`config.mk`:
```
export PLATFORM = sky130hd
export DESIGN_NAME = systolic_collector
export DESIGN_NICKNAME = d
export VERILOG_FILES = /design/src/rtl/systolic_collector.sv
export SDC_FILE = /design/constraint.sdc
export NUM_CORES = 1
export LEC_CHECK = 0
export CAP_MARGIN = 20
export CORE_ASPECT_RATIO = 0.75
export CORE_MARGIN = 8
export CORE_UTILIZATION = 35
export DETAILED_ROUTE_END_ITERATION = 6
export PLACE_DENSITY = 0.51
export SYNTH_ARGS = -nofsm -noshare
export SYNTH_HDL_FRONTEND = slang
export SYNTH_SLANG_ARGS = --single-unit
```
`constraint.sdc`:
```
create_clock -name clk -period 2.35 [get_ports clk]
set_input_delay 0.5875 -clock clk [delete_from_list [all_inputs] [get_ports clk]]
set_output_delay 0.5875 -clock clk [all_outputs]
set_load 0.005 [all_outputs]
```
`src/rtl/systolic_collector.sv`:
```
// De-skews the bottom-edge column sums of the PE grid into aligned rows,
// tags each row with its index in the matrix and buffers rows in a small FIFO.
module systolic_collector #(
  parameter int DATA_WIDTH = 4,
  parameter int SUM_WIDTH  = DATA_WIDTH * DATA_WIDTH,
  parameter int COLS       = 4,
  parameter int NUM_ROWS   = 4,
  parameter int FIFO_DEPTH = 4,
  localparam int RW = (NUM_ROWS > 1) ? $clog2(NUM_ROWS) : 1,
  localparam int W  = COLS * SUM_WIDTH
) (
  input  logic          clk,
  input  logic          reset,
  input  logic          in_valid,
  input  logic [W-1:0]  in_sum,
  output logic          out_valid,
  input  logic          out_ready,
  output logic [W-1:0]  out_data,
  output logic [RW-1:0] out_row,
  output logic          out_last,
  output logic          overflow,
  input  logic          clr_ovf
);

  localparam int AW = (FIFO_DEPTH > 1) ? $clog2(FIFO_DEPTH) : 1;
  localparam int CW = AW + 1;

  logic [W-1:0]    row_w;
  logic [COLS-2:0] vld_q;
  logic            av;

  // Column c lags column 0 by c cycles, so it needs COLS-1-c stages.
  for (genvar c = 0; c < COLS; c++) begin : g_col
    localparam int D = COLS - 1 - c;
    if (D == 0) begin : g_pass
      assign row_w[c*SUM_WIDTH +: SUM_WIDTH] = in_sum[c*SUM_WIDTH +: SUM_WIDTH];
    end else begin : g_dly
      logic [SUM_WIDTH-1:0] sr_q [D];
      always_ff @(posedge clk or negedge reset) begin
        if (!reset) begin
          for (int i = 0; i < D; i++) sr_q[i] <= '0;
        end else begin
          sr_q[0] <= in_sum[c*SUM_WIDTH +: SUM_WIDTH];
          for (int i = 1; i < D; i++) sr_q[i] <= sr_q[i-1];
        end
      end
      assign row_w[c*SUM_WIDTH +: SUM_WIDTH] = sr_q[D-1];
    end
  end

  always_ff @(posedge clk or negedge reset) begin
    if (!reset) vld_q <= '0;
    else        vld_q <= (vld_q << 1) | (COLS-1)'(in_valid);
  end

  assign av = vld_q[COLS-2];

  logic [W-1:0]  dat_q [FIFO_DEPTH];
  logic [RW-1:0] tag_q [FIFO_DEPTH];
  logic [AW-1:0] wr_q, wr_d, rd_q, rd_d;
  logic [CW-1:0] cnt_q, cnt_d;
  logic [RW-1:0] row_q, row_d;
  logic          ovf_q, ovf_d;
  logic          pop, push, drop, full;

  always_comb begin
    pop   = out_valid & out_ready;
    full  = (cnt_q == CW'(FIFO_DEPTH));
    push  = av & (~full | pop);
    drop  = av & full & ~pop;
    wr_d  = wr_q;
    rd_d  = rd_q;
    cnt_d = cnt_q;
    row_d = row_q;
    ovf_d = ovf_q;
    if (push) begin
      wr_d  = wr_q + AW'(1);
      row_d = (row_q == RW'(NUM_ROWS - 1)) ? '0 : row_q + RW'(1);
    end
    if (pop) rd_d = rd_q + AW'(1);
    if (push && !pop)      cnt_d = cnt_q + CW'(1);
    else if (pop && !push) cnt_d = cnt_q - CW'(1);
    // A drop in the same cycle as a clear must still be reported.
    if (drop)         ovf_d = 1'b1;
    else if (clr_ovf) ovf_d = 1'b0;
  end

  always_ff @(posedge clk or negedge reset) begin
    if (!reset) begin
      wr_q  <= '0;
      rd_q  <= '0;
      cnt_q <= '0;
      row_q <= '0;
      ovf_q <= 1'b0;
    end else begin
      wr_q  <= wr_d;
      rd_q  <= rd_d;
      cnt_q <= cnt_d;
      row_q <= row_d;
      ovf_q <= ovf_d;
    end
  end

  always_ff @(posedge clk or negedge reset) begin
    if (!reset) begin
      for (int i = 0; i < FIFO_DEPTH; i++) begin
        dat_q[i] <= '0;
        tag_q[i] <= '0;
      end
    end else if (push) begin
      dat_q[wr_q] <= row_w;
      tag_q[wr_q] <= row_q;
    end
  end

  assign out_valid = (cnt_q != '0);
  assign out_data  = dat_q[rd_q];
  assign out_row   = tag_q[rd_q];
  assign out_last  = (tag_q[rd_q] == RW'(NUM_ROWS - 1));
  assign overflow  = ovf_q;

endmodule

```
# == Word-level counts from Yosys, hierarchy flattened ==
# Index checks and enable logic that the tools add are counted.
# classes
n_reduce_logical,8
addsub,5
eq_ne,3
n_lt_le_gt_ge,3
bitwise,10
muxes,17
# op_table
cell,count
256-bit bitwise mux,1
64-bit two-way mux,3
64-bit binary-select mux with 2-bit select,1
64-bit demux with 2-bit select,1
8-bit bitwise mux,1
2-bit two-way mux,4
"2-bit by 1-bit adder with 2-bit output, second input constant",3
"3-bit >= comparator, second input constant",2
3-bit two-way mux,2
2-bit inverter with 3-bit output,2
1-bit AND,4
2-bit binary-select mux with 2-bit select,1
2-bit demux with 2-bit select,1
"2-bit equality test, second input constant",2
2-bit nonzero test,2
"3-bit by 1-bit adder with 3-bit output, second input constant",1
"3-bit equality test, second input constant",1
1-bit logical AND,3
"3-bit by 1-bit < comparator with 1-bit output, second input constant",1
3-bit by 1-bit bitwise OR with 3-bit output,1
3-bit nonzero test,1
"3-bit by 1-bit subtractor with 3-bit output, second input constant",1
1-bit zero test,2
1-bit two-way mux,2
2 further kinds,3
# word_totals
output_inout_bits,69
reg_bits,373

# == Logic depth before layout (Yosys ltp) ==
# depth
word_depth,8
depth_mapped,9

# == Least setup slack after synthesis ==
# No wires, ideal clock.
# synth_path
path_type,in2reg
startpoint,input out_ready
endpoint,register cnt_q[1]
setup_time_ns,0.125
arrival_ns,2.140
n_path_buf,0
cell_stages,7
slack_ns,0.085
cell_sequence,nor4b_4 nand2b_1 inv_1 ha_1 inv_1 fa_1 mux2_2
# synth_lines
item,line_no,source
"start, declared",17,"input logic out_ready,"
1-bit AND,67,pop = out_valid & out_ready;
1-bit bitwise OR,69,push = av & (~full | pop);
1-bit AND,69,
via push,64,"logic pop, push, drop, full;"
1-bit logical AND,81,if (push && !pop) cnt_d = cnt_q + CW'(1);
3-bit two-way mux,81,
via cnt_d[1],61,"logic [CW-1:0] cnt_q, cnt_d;"
"end signal, assigned",98,cnt_q <= cnt_d;
"end, declared",61,
# The timed path passes the listed nets, and every way through them passes these cells.
# A chain may end at the register's enable or synchronous reset.

# == Worst setup path in the final report ==
# layout_path
startpoint,register rd_q[0]
endpoint,output out_data[44]
# layout_via
elab_chain_cells,4
# layout_rtl
item,line_no,source
"start, declared",60,"logic [AW-1:0] wr_q, wr_d, rd_q, rd_d;"
"start signal, assigned",97,rd_q <= rd_d;
2-bit inverter with 3-bit output (implied by the code),117,assign out_data = dat_q[rd_q];
64-bit binary-select mux with 2-bit select,117,
64-bit two-way mux (implied by the code) (2 in series),117,
"end, declared",18,"output logic [W-1:0] out_data,"
# Every way passes these cells. The select of a mux whose other input is x is not followed.

==> results.json <==
{
  "status": "finished with violations",
  "violations": "setup timing",
  "fillers": 3591,
  "worstPathArrival_ps": 2190,
  "cts.sinks": 373,
  "start_util_pct": 35.4,
  "p_leak_nw": 7.81,
  "crit_path_start_kind": "flip-flop",
  "postLayoutCoreUtil_pct": 45.5,
  "grt_usage_pct": 13.2,
  "cp.required_ps": 1760,
  "synth-edff-count": 0,
  "ioPinCount": 138,
  "setup_slack_ps": -425,
  "rows": 64,
  "synth_area_leader_cell": "dfrtp_1",
  "grt_max_degree": 64,
  "p_per_area_nw_per_um2": 1470,
  "synth_compound_area_share_pct": 0.0347,
  "p_sw_mw": 7.62,
  "syn_area_um2": 14400,
  "final_max_slew_viol_count": 0,
  "tightest_slew_ps": 619,
  "cap_violations": 0,
  "r2r_cells": 8,
  "synth_xor_area_share_pct": 0.364,
  "antenna_left": 0,
  "clkPwrFrac_pct": 22.6,
  "p_comb_share_pct": 40.0,
  "post-dp-hpwl_um": 18400,
  "seq_power_share_pct": 37.4,
  "synth_simple_gate_area_share_pct": 0.642,
  "fin_crit_sh_pct": 118,
  "maxSlewHeadroom_pct": 58.7,
  "hold_viol": 0,
  "power_switching_share_pct": 27.9,
  "area_delta_synth_final_pct": 28.4,
  "clkTransAtPathRegs_ps": 60,
  "grt_pass1_wl_um": 50100,
  "skew_ps": 11.3,
  "drc_errors": 0,
  "crit_type": "reg2out",
  "period_needed_ps": 2780,
  "synth_top_family_by_area": "multiplexers",
  "synth.avg_cell_area_um2": 18.3,
  "min_path_type": "in2async",
  "die_w_um": 250,
  "grt-ovfl-total": 0,
  "wl_per_cell_um": 19.6,
  "final_cells": 1566,
  "rsz0062_at_grt": "true",
  "placed_cells": 1457,
  "core_um2": 40700,
  "synth_top_cells_by_area": "dfrtp_1, mux2_2, mux4_2, buf_6, buf_2",
  "viasPerCell": 4.76,
  "htreeDepth": 2,
  "async_reset_ff_share_pct": 100,
  "dieArea_um2": 48000,
  "fmax_mhz": 360,
  "yosys.area.top_type_share_pct": 64.7,
  "synth-main-ff-cell": "dfrtp_1",
  "cts_tree": "done",
  "fin_nets": 1086,
  "drtPass1Iterations": 4,
  "portBuffers": 137,
  "cp_max_fo": 5,
  "ir_drop_mv": 0.575,
  "synthCells": 786,
  "seq_area_frac_synth_pct": 64.7,
  "clk-insertion-delay-late_ps": 530,
  "via_count": 7454,
  "n_antenna_cell": 0,
  "synth_seq_cells": 373,
  "cts_buffers": 39,
  "drive_above_1_share_pct": 54.0,
  "wl_um": 30700,
  "yosysWarnings": 0,
  "place_congestion": 0.688,
  "antenna_found_initial": 0,
  "layout_commonest_cell": "dfrtp_1",
  "die_y_um": 192,
  "setup_viol": 67,
  "mostFrequentLayoutCells": "dfrtp_1, mux2_2, clkdlybuf4s50_1, mux4_2, buf_6",
  "clockBufferDepth": 3,
  "drt-initial-drc-count": 282,
  "synthesis.nets": 862,
  "yosys.cell_types.count": 21,
  "synthAdderAreaFrac_pct": 0.659,
  "end_kind": "primary output",
  "grt_pass1_vias": 8379,
  "synth.area.mux_share_pct": 31.2,
  "root_buffer": "clkbuf_16",
  "p_int_mw": 19.7
}
-- final timing paths --
check	startpoint	to	slack, ps
max	rd_q[0]	out_data[44]	-430
min	reset	g_col[2].g_dly.sr_q[6]	50
max reg2reg	cnt_q[1]	cnt_q[1]	310
min reg2reg	g_col[0].g_dly.sr_q[29]	g_col[0].g_dly.sr_q[13]	350
max in group asynchronous	reset	g_col[1].g_dly.sr_q[21]	1600
min in group clk	g_col[0].g_dly.sr_q[29]	g_col[0].g_dly.sr_q[13]	350
-- power by group through the flow --
stage	Combinational, mW	Sequential, mW	Clock (mW)
finish	10.9	10.2	6.16
global route	11.8	10.6	6.68
CTS	10.7	10.2	6.42
detailed placement	10.6	10.3	0
global placement	10.5	10.3	0
floorplan	6.21	9.87	0
-- final cells by class --
type	count	area [um2]	area share, %
clock buffers	59	1180	6.39
clock inverters	10	103	0.554
inverters	5	18.8	0.101
multi-input cells	365	4780	25.8
flip-flops and latches	373	9340	50.5
well taps	528	661	3.57
repair buffers	226	2420	13.1
-- metrics by stage --
step / setup slack, ps / setup TNS (ps) / total power, mW / area [um2] / hold slack [ps]
3_3_place_gp: -256 / -3810 / 20.8 / 16900 / 331
3_5_place_dp: -258 / -5120 / 21.0 / 16900 / 335
5_1_grt: -493 / -24170 / 29.0 / 18500 / 62.5
2_1_floorplan: 85.1 / 0 / 16.1 / 14400 / 292
6_report: -425 / -19890 / 27.3 / 18500 / 48.6
4_1_cts: -477 / -23750 / 27.3 / 18300 / 45.9
-- cells in the mapped netlist (all sizes together) (2+ instances only) --
cell type / count
dfrtp: 373
mux2: 268
mux4: 66
buf: 40
ha: 6
nand2: 6
nor2: 6
inv: 5
xnor2: 4
clkbuf: 3
xor2: 2
-- layer usage --
metal	global-route usage, %	routed length [um]	vias to the layer above
met5	0	0	-
met4	3.49	580	0
met3	2.87	1220	41
met2	20.7	14300	120
met1	18.5	14600	3969
li1	-	-	3324
-- logic make-up after synthesis --
logic type / Yosys count
adders and majority gates: 7
and+or+nand+nor: 17
muxes: 334
xor gates and xnor gates: 6
AOI/OAI and AO/OA: 1
DFF: 373
buffers and inverters: 48
-- registers in the layout, summed over array words and instances (netlist names) --
name              flops
cnt_q                 3
dat_q               256
g_col.g_dly.sr_q     96
overflow              1
rd_q                  2
row_q                 2
tag_q                 8
vld_q                 3
wr_q                  2
-- worst max-delay path: stages, from the launching register on --
cell and delay, ps:
dfrtp_4 510, buf_12 140, buf_12 130, buf_12 120, buf_6 110, mux4_2 480, buf_6 150
-- repair_timing --
action,CTS,global route
setup buffers,31,11
hold buffers,0,0
gates cloned,3,0
setup endpoints to repair,68,67
pin swaps,1,0
resized for setup,302,27
No activity file was read; power rests on OpenSTA's default activity.
